<file path="src/rtl/mem_arb_pkg.sv">
// Shared types and constants for the instruction-memory read arbiter.
// Latency: n/a (types only).
// Backpressure: n/a (types only).
package mem_arb_pkg;

    typedef enum logic [1:0] {
        IDLE,
        ADDR,
        DATA
    } arb_state_t;

    typedef enum logic {
        OWN_DEM,
        OWN_PF
    } owner_t;

    // AXI transaction ids identifying the requester that owns a burst.
    localparam int DEM_ID = 0;
    localparam int PF_ID  = 1;

endpackage

</file>
<file path="src/rtl/mem_arb_grant.sv">
// Demand/prefetch grant selection with a starvation counter protecting prefetch.
// Latency: grants are combinational; starve count updates on the clock edge.
// Backpressure: grants only while in_idle; prefetch is blocked during pf_flush.
// Ports: clk/rst; in_idle (arbiter can accept); dem_valid/pf_valid/pf_flush in;
//        grant_dem/grant_pf out (at most one set).
module mem_arb_grant #(
    parameter int STARVE_LIMIT = 4
) (
    input  logic clk,
    input  logic rst,
    input  logic in_idle,
    input  logic dem_valid,
    input  logic pf_valid,
    input  logic pf_flush,
    output logic grant_dem,
    output logic grant_pf
);

    localparam int CNT_W = $clog2(STARVE_LIMIT + 1);

    logic [CNT_W-1:0] starve_cnt;
    logic             at_limit;
    logic             pf_ok;

    assign at_limit = (starve_cnt == CNT_W'(STARVE_LIMIT));
    // Grants are gated by rst so no ready is ever seen during reset.
    assign pf_ok     = in_idle && !rst && pf_valid && !pf_flush;
    assign grant_pf  = pf_ok && (!dem_valid || at_limit);
    assign grant_dem = in_idle && !rst && dem_valid && !grant_pf;

    // Counts dem wins while pf waits; saturates so pf stays forced until it wins.
    always_ff @(posedge clk) begin
        if (rst) begin
            starve_cnt <= '0;
        end else if (!pf_valid || grant_pf) begin
            starve_cnt <= '0;
        end else if (grant_dem && !at_limit) begin
            starve_cnt <= starve_cnt + 1'b1;
        end
    end

endmodule

</file>
<file path="src/rtl/instr_mem_read_arbiter.sv">
// Arbitrates i-cache demand misses and stream-buffer prefetches onto one AXI read port.
// Latency: grant same cycle in IDLE, AR next cycle, each beat delivered 1 cycle after R handshake.
// Backpressure: req_ready held low while a burst is open; R beats are never stalled.
// Ports: dem_req_*/pf_req_* requests; dem_r*/pf_r* routed beats; pf_flush drops pf data;
//        m_ar*/m_r* AXI read master (single outstanding burst); err sticky protocol error.
module instr_mem_read_arbiter
    import mem_arb_pkg::*;
#(
    parameter int ADDR_WIDTH         = 32,
    parameter int DATA_WIDTH         = 32,
    parameter int BLOCK_OFFSET_WIDTH = 2,
    parameter int STARVE_LIMIT       = 4,
    parameter int ID_WIDTH           = 4
) (
    input  logic                  clk,
    input  logic                  rst,
    input  logic                  dem_req_valid,
    output logic                  dem_req_ready,
    input  logic [ADDR_WIDTH-1:0] dem_req_addr,
    output logic                  dem_rvalid,
    output logic [DATA_WIDTH-1:0] dem_rdata,
    output logic                  dem_rlast,
    input  logic                  pf_req_valid,
    output logic                  pf_req_ready,
    input  logic [ADDR_WIDTH-1:0] pf_req_addr,
    input  logic                  pf_flush,
    output logic                  pf_rvalid,
    output logic [DATA_WIDTH-1:0] pf_rdata,
    output logic                  pf_rlast,
    output logic                  m_arvalid,
    input  logic                  m_arready,
    output logic [ADDR_WIDTH-1:0] m_araddr,
    output logic [7:0]            m_arlen,
    output logic [ID_WIDTH-1:0]   m_arid,
    input  logic                  m_rvalid,
    output logic                  m_rready,
    input  logic [DATA_WIDTH-1:0] m_rdata,
    input  logic                  m_rlast,
    input  logic [ID_WIDTH-1:0]   m_rid,
    output logic                  err
);

    localparam int LINE_SIZE  = 1 << BLOCK_OFFSET_WIDTH;
    localparam int OFFSET_LSB = BLOCK_OFFSET_WIDTH + 2;   // word offset + byte offset
    localparam logic [BLOCK_OFFSET_WIDTH-1:0] LAST_BEAT = BLOCK_OFFSET_WIDTH'(LINE_SIZE - 1);

    arb_state_t                    state, state_nxt;
    owner_t                        owner;
    logic [ADDR_WIDTH-1:0]         araddr_q;
    logic [BLOCK_OFFSET_WIDTH-1:0] beat_cnt;
    logic                          discard;
    logic [DATA_WIDTH-1:0]         rdata_q;
    logic                          grant_dem, grant_pf;
    logic [ADDR_WIDTH-1:0]         req_addr, req_line;
    logic [ID_WIDTH-1:0]           owner_id;
    logic                          is_last;
    logic                          unused_offset;

    mem_arb_grant #(
        .STARVE_LIMIT (STARVE_LIMIT)
    ) u_grant (
        .clk       (clk),
        .rst       (rst),
        .in_idle   (state == IDLE),
        .dem_valid (dem_req_valid),
        .pf_valid  (pf_req_valid),
        .pf_flush  (pf_flush),
        .grant_dem (grant_dem),
        .grant_pf  (grant_pf)
    );

    assign dem_req_ready = grant_dem;
    assign pf_req_ready  = grant_pf;

    assign req_addr      = grant_pf ? pf_req_addr : dem_req_addr;
    assign req_line      = {req_addr[ADDR_WIDTH-1:OFFSET_LSB], {OFFSET_LSB{1'b0}}};
    assign unused_offset = ^req_addr[OFFSET_LSB-1:0];

    assign owner_id  = (owner == OWN_PF) ? ID_WIDTH'(PF_ID) : ID_WIDTH'(DEM_ID);
    assign is_last   = (beat_cnt == LAST_BEAT);
    assign m_araddr  = araddr_q;
    assign m_arlen   = 8'(LINE_SIZE - 1);
    assign m_arid    = owner_id;
    assign dem_rdata = rdata_q;
    assign pf_rdata  = rdata_q;

    always_comb begin
        state_nxt = state;
        m_arvalid = 1'b0;
        m_rready  = 1'b0;
        case (state)
            IDLE: begin
                if (grant_dem || grant_pf) state_nxt = ADDR;
            end
            ADDR: begin
                m_arvalid = 1'b1;
                if (m_arready) state_nxt = DATA;
            end
            DATA: begin
                m_rready = 1'b1;
                // Burst end follows our own beat count, not m_rlast.
                if (m_rvalid && is_last) state_nxt = IDLE;
            end
            default: state_nxt = IDLE;
        endcase
    end

    always_ff @(posedge clk) begin
        if (rst) begin
            state      <= IDLE;
            owner      <= OWN_DEM;
            araddr_q   <= '0;
            beat_cnt   <= '0;
            discard    <= 1'b0;
            rdata_q    <= '0;
            err        <= 1'b0;
            dem_rvalid <= 1'b0;
            dem_rlast  <= 1'b0;
            pf_rvalid  <= 1'b0;
            pf_rlast   <= 1'b0;
        end else begin
            state      <= state_nxt;
            dem_rvalid <= 1'b0;
            dem_rlast  <= 1'b0;
            pf_rvalid  <= 1'b0;
            pf_rlast   <= 1'b0;
            case (state)
                IDLE: begin
                    discard <= 1'b0;
                    if (grant_pf || grant_dem) begin
                        owner    <= grant_pf ? OWN_PF : OWN_DEM;
                        araddr_q <= req_line;
                    end
                end
                ADDR: begin
                    if (pf_flush && owner == OWN_PF) discard <= 1'b1;
                    if (m_arready) beat_cnt <= '0;
                end
                DATA: begin
                    if (pf_flush && owner == OWN_PF) discard <= 1'b1;
                    if (m_rvalid) begin
                        beat_cnt <= beat_cnt + 1'b1;
                        rdata_q  <= m_rdata;
                        if (owner == OWN_DEM) begin
                            dem_rvalid <= 1'b1;
                            dem_rlast  <= is_last;
                        end else if (!discard && !pf_flush) begin
                            // A flush arriving with this beat drops it as well.
                            pf_rvalid <= 1'b1;
                            pf_rlast  <= is_last;
                        end
                        if (m_rid != owner_id || m_rlast != is_last) err <= 1'b1;
                    end
                end
                default: ;
            endcase
        end
    end

endmodule

</file>
<file path="config.mk">
export PLATFORM = sky130hd
export DESIGN_NAME = instr_mem_read_arbiter
export DESIGN_NICKNAME = d
export VERILOG_FILES = /design/src/rtl/mem_arb_pkg.sv /design/src/rtl/mem_arb_grant.sv /design/src/rtl/instr_mem_read_arbiter.sv
export SDC_FILE = /design/constraint.sdc
export NUM_CORES = 1
export LEC_CHECK = 0
export BUFFER_PORTS_ARGS = -buffer_cell sky130_fd_sc_hd__buf_4
export CAP_MARGIN = 10
export CORE_ASPECT_RATIO = 1.1
export CORE_UTILIZATION = 39
export CTS_CLUSTER_SIZE = 10
export DETAILED_ROUTE_END_ITERATION = 10
export GPL_TIMING_DRIVEN = 0
export PLACE_DENSITY = 0.77
export SLEW_MARGIN = 15
export SYNTH_ARGS = -nofsm -noshare
export SYNTH_HDL_FRONTEND = slang
export SYNTH_SLANG_ARGS = --single-unit
</file>
<file path="constraint.sdc">
create_clock -name clk -period 1.65 [get_ports clk]
set_input_delay 0.2475 -clock clk [delete_from_list [all_inputs] [get_ports clk]]
set_output_delay 0.2475 -clock clk [all_outputs]
set_load 0.005 [all_outputs]
</file>
---- Word level (Yosys, flattened, before mapping) ----
Index checks and enable logic that the tools add are counted.
word-level totals
  logic and storage cells ................. 81
  output and inout port bits .............. 117
  bits of input ports ..................... 108
  bits in registers ....................... 74
cells by class
  equal/unequal tests ..................... 11
  bitwise logic cells ..................... 4
  multiplexer cells ....................... 16
  add/sub/neg operators ................... 2
  reduce and logical (&&, ||, !) cells .... 36
operators by type and width
  operator             number
  $mux 32              1
  $logic_and 1x1->1    10
  $mux 2               5
  $reduce_and 3->1     3
  $ne 2x2->1 const B   4
  $reduce_or 4->1      2
  $logic_not 1->1      7
  $mux 1               7
  $pmux 2 s3           1
  $reduce_and 2->1     3
  $reduce_or 5->1      1
  $eq 2x2->1 const B   2
  $logic_or 1x1->1     4
  $ne 4x1->1           1
  $not 1->1            4
  $pmux 2 s2           1
  $reduce_bool 2->1    2
  $reduce_or 2->1      2
  $add 3x1->3 const B  1
  $eq 3x3->1 const B   1
  $reduce_or 3->1      1
  $add 2x1->2 const B  1
  $eq 2x1->1 const B   1
  $logic_not 2->1      1
  3 further kinds      3

---- Depth between registers and ports, before layout ----
  word-level depth ........................ 10
  mapped depth ............................ 8
  gate-level depth less buffers ........... 6

---- Modules after synthesis ----
From an unflattened synthesis, not the netlist that was laid out.
unflattened totals
  cells, all modules ...................... 405
  area, all modules ....................... 3663.5 µm²
modules (own cells, without submodules)
  module                  cells an instance  times used  area an instance (µm²)
  instr_mem_read_arbiter  376                1           3423.3
  mem_arb_grant           29                 1           240.2

---- Worst setup path after synthesis ----
Ideal clock, no wire load.
  kind .................................... register to output
  start ................................... register state[0]
  end ..................................... output port dem_req_ready
  required time ........................... 1.402 ns
  slack ................................... 0.021 ns
  data arrival time ....................... 1.382 ns
  cell stages (with the launch flop) ...... 9
  cell sequence ........................... dfxtp_1 > inv_1 > ha_1 > nand2b_1 > a211o_1 > buf_6 > buf_6 > inv_1 > nor2_1
between the ends
  cells in the longest elaborated chain, start to end .. 7
  elaborated cells between the ends (all ways) .. 8
RTL lines
  element                         RTL line                       text
  start, declared                 instr_mem_read_arbiter.sv:47   arb_state_t state, state_nxt;
  start signal, assigned          instr_mem_read_arbiter.sv:122  state <= state_nxt;
  $logic_not 2->1                 instr_mem_read_arbiter.sv:64   .in_idle (state == IDLE),
  $logic_and 1x1->1 (3 in a row)  mem_arb_grant.sv:27            assign pf_ok = in_idle && !rst && pf_valid && !pf_flush;
  $logic_and 1x1->1               mem_arb_grant.sv:28            assign grant_pf = pf_ok && (!dem_valid || at_limit);
  net pf_req_ready                instr_mem_read_arbiter.sv:24   output logic pf_req_ready,
  $logic_not 1->1                 mem_arb_grant.sv:29            assign grant_dem = in_idle && !rst && dem_valid && !grant_pf;
  $logic_and 1x1->1               mem_arb_grant.sv:29
  end, declared                   instr_mem_read_arbiter.sv:18   output logic dem_req_ready,
The timed path passes the listed nets, and every way through them passes these cells.

---- Final worst setup path ----
  start ................................... register u_grant.starve_cnt[0]
  end ..................................... output port dem_req_ready
between the ends
  cells in the longest elaborated chain, start to end .. 5
RTL lines
  element                 RTL line             text
  start, declared         mem_arb_grant.sv:21  logic [CNT_W-1:0] starve_cnt;
  start signal, assigned  mem_arb_grant.sv:38  starve_cnt <= starve_cnt + 1'b1;
  $eq 3x3->1              mem_arb_grant.sv:25  assign at_limit = (starve_cnt == CNT_W'(STARVE_LIMIT));
  $logic_or 1x1->1        mem_arb_grant.sv:28
  $logic_and 1x1->1       mem_arb_grant.sv:28
  $logic_not 1->1         mem_arb_grant.sv:29
  $logic_and 1x1->1       mem_arb_grant.sv:29
No other way between the ends.

==> impl_metrics.tcl <==
set metrics [dict create \
    critPathArrivalTime_ns 1.60 \
    numPortBuffers 201 \
    hold_start "m_rdata[24]" \
    fin_ws_ns -0.197 \
    power_leakage_nw 2.79 \
    synthCells 433 \
    place_area_mm2 0.00526 \
    violations "setup timing" \
    rsz0062_at_grt "yes" \
    drtIter0Drc 80 \
    vias_per_cell 4.81 \
    routedWlPerCell_um 14.5 \
    clockRootBuffer "clkbuf_8" \
    clock_latency_ns 0.35 \
    crit_start "u_grant.starve_cnt[0]$_SDFFE_PP0P_" \
    final_max_slew_viol_count 0 \
    yosysSeqAreaShare_pct 41.6 \
    ioPinCount 225 \
    intPower_mw 4.34 \
    period_needed_ns 1.85 \
    dieHeight_um 102 \
    clock_sinks 74 \
    start_util_pct 40.2 \
    place_inst 761 \
    area_growth_pct 74.6 \
    cap_violations 0 \
    vias 3812 \
    final_antenna_net_count 0 \
    grt_use_total_pct 21.7 \
    cp_max_fo 2 \
    synth_largest_area_cell "dfxtp_1" \
    avgSynthCellArea_um2 8.23 \
    tns_ns -2.11 \
    clkPwrFrac_pct 22.5 \
    fin_nets 789 \
    route.detailed.drc 0 \
    hpwl_mm 8.14 \
    vdd_drop_max_uv 685 \
    fin_skew_ns 0.00973 \
    p_per_area_mw_per_mm2 1040 \
    hold_buffers 0 \
    max_slew.worst_pin.slew_ns 1.19 \
    syn_area_mm2 0.00356 \
    cts_inserted_buffers 9 \
    power_frac_seq_pct 34.5 \
    crit_path_end_kind "output pin" \
    final_cell_count_no_fill 793 \
    h-tree-depth 3 \
    grt_pass1_wl_mm 16.2 \
    drive_above_1_share_pct 53.9 \
    combPwrFrac_pct 42.9 \
    switching_share_pct 33.0 \
    ys_warn_count 0 \
    dr.pass1.iters 4 \
    synth_top_area_share_pct 41.6 \
    row_count 36 \
    clock_path_buffers 2 \
    fp.dieW_um 93.1 \
    grt_pass1_vias 3511 \
    slew_headroom_pct 20.5 \
    final_core_util_pct 70.1 \
    ys_ff_latch 74 \
    drt-total-wl_mm 11.5 \
    p_switching_mw 2.14 \
    die-area_mm2 0.00952 \
    grt_antenna_before_repair 0 \
    startpoint_type "flop" \
    antenna_cells 0 \
    cts.clk_slew.worst_paths_ns 0.08 \
    total_power_mw 6.48 \
    yosys.cell_types.count 33 \
    gp_congestion 0.796 \
    fmax_mhz 541 \
    hp-class "in2reg" \
    design_area_mm2 0.00622 \
    synth_edf_count 0 \
    finalSetupViolCount 28 \
    fin_crit_sh_pct 112 \
    layout_common_cells "buf_4 (263), nor2_1 (72), dfxtp_1 (70)" \
    reg2reg_from "u_grant.starve_cnt[0]$_SDFFE_PP0P_" \
    grt_overflow 0 \
    ys_async_sr_fraction_pct 0 \
    status "complete, but fails checks" \
    cts_tree "done" \
    grt_max_degree 19 \
    final_common_cell "buf_4" \
    synth-main-ff-cell "dfxtp_1" \
    synth_area_leaders "dfxtp_1 (42%), buf_4 (11%), nor2_1 (9.5%)" \
    critPathKind "reg2out" \
    hold_viol 0 \
    worstPathRequired_ns 1.40 \
    fp.coreArea_mm2 0.00887 \
]
-- flip-flops by register name, summed over array words and instances, names as in the netlist, 2 cells and up --
name,count
beat_cnt,2
dem_rdata,32
m_araddr,28
state,2
u_grant.starve_cnt,3
-- metal layers --
layer / part of all wire, % / wire length (µm) / global-route usage (%) / vias to the layer above
li1: - / - / - / 1851
met1: 36 / 4130 / 22.3 / 1768
met2: 54 / 6210 / 40.7 / 179
met3: 8.9 / 1020 / 8.18 / 14
met4: 1.3 / 145 / 6.75 / 0
met5: 0 / 0 / 0 / -
-- kinds of logic (layout without fill, tap and decap cells) --
kind of cell             Yosys count  count (layout)  share of synthesized area, %
AND/OR/NAND/NOR                  187             187                          21.5
XOR/XNOR                           3               3                         0.737
flip-flops                        74              74                          41.6
buffers and inverters             81             314                          14.6
AO/OA/AOI/OAI                     76              76                          18.0
adder cells (fa/ha/maj)            7               7                          2.46
multiplexers                       3               3                         0.843
other                              2              15                         0.211
-- cell usage after synthesis, drive strengths merged (2+ instances only) --
cell / n
buf: 62
nand3: 3
nand2b: 7
a2111oi: 28
nor2b: 5
nand3b: 2
xnor2: 3
dfxtp: 74
mux2i: 3
a21oi: 38
inv: 6
o21ai: 4
nor2: 90
and2: 3
ha: 7
nand2: 71
clkbuf: 13
nor3: 2
conb: 2
-- timing repair --
item,4_1_cts,5_1_grt
endpoints found under the setup margin,66,49
pin swaps,4,2
gates cloned,0,2
gates resized for setup,46,74
buffers inserted,10,6
-- power groups by stage --
stage / registers (mW) / logic, mW / clock network, mW
final: 2.24 / 2.78 / 1.46
after global routing: 2.27 / 2.99 / 1.57
after CTS: 2.24 / 2.26 / 1.48
after detailed placement: 2.27 / 2.01 / 0
after global placement: 2.25 / 1.95 / 0
after floorplan: 2.26 / 1.10 / 0
-- path summary, 6_finish.rpt --
kind / endpoint / slack, ns / cells past startpoint
setup / recovery: dem_req_ready / -0.20 / 8
hold / removal: dem_rdata[24]$_SDFFE_PP0P_ / 0.14 / 3
setup reg to reg: m_araddr[6]$_SDFFE_PP0P_ / -0.11 / 8
hold reg to reg: pf_rvalid$_SDFF_PP0_ / 0.43 / 1
-- stage by stage --
stage               setup slack [ns]  hold slack [ns]
detailed placement            -0.409            0.426
CTS                           -0.189            0.125
finish                        -0.197            0.135
global route                  -0.265            0.127
floorplan                     0.0205            0.383
global placement              -0.249            0.410
-- cell type report --
cell class / count / area [µm²]
inverters: 6 / 27.5
clock buffers: 10 / 138
fillers: 654 / 2650
repair buffers: 219 / 1700
well taps: 114 / 143
multi-input cells: 291 / 2090
clock inverters: 6 / 66.3
flip-flops and latches: 74 / 1490
plain buffers: 73 / 572
-- critical path, cell delays in order, from the launching register on --
cell and delay, ns:
dfxtp_2 0.33, inv_2 0.07, ha_4 0.13, nand2_2 0.05, a211o_1 0.31, buf_12 0.15
clkinv_4 0.04, nor2_1 0.03, buf_4 0.13
Note: power is estimated with default switching activity, not from simulation.
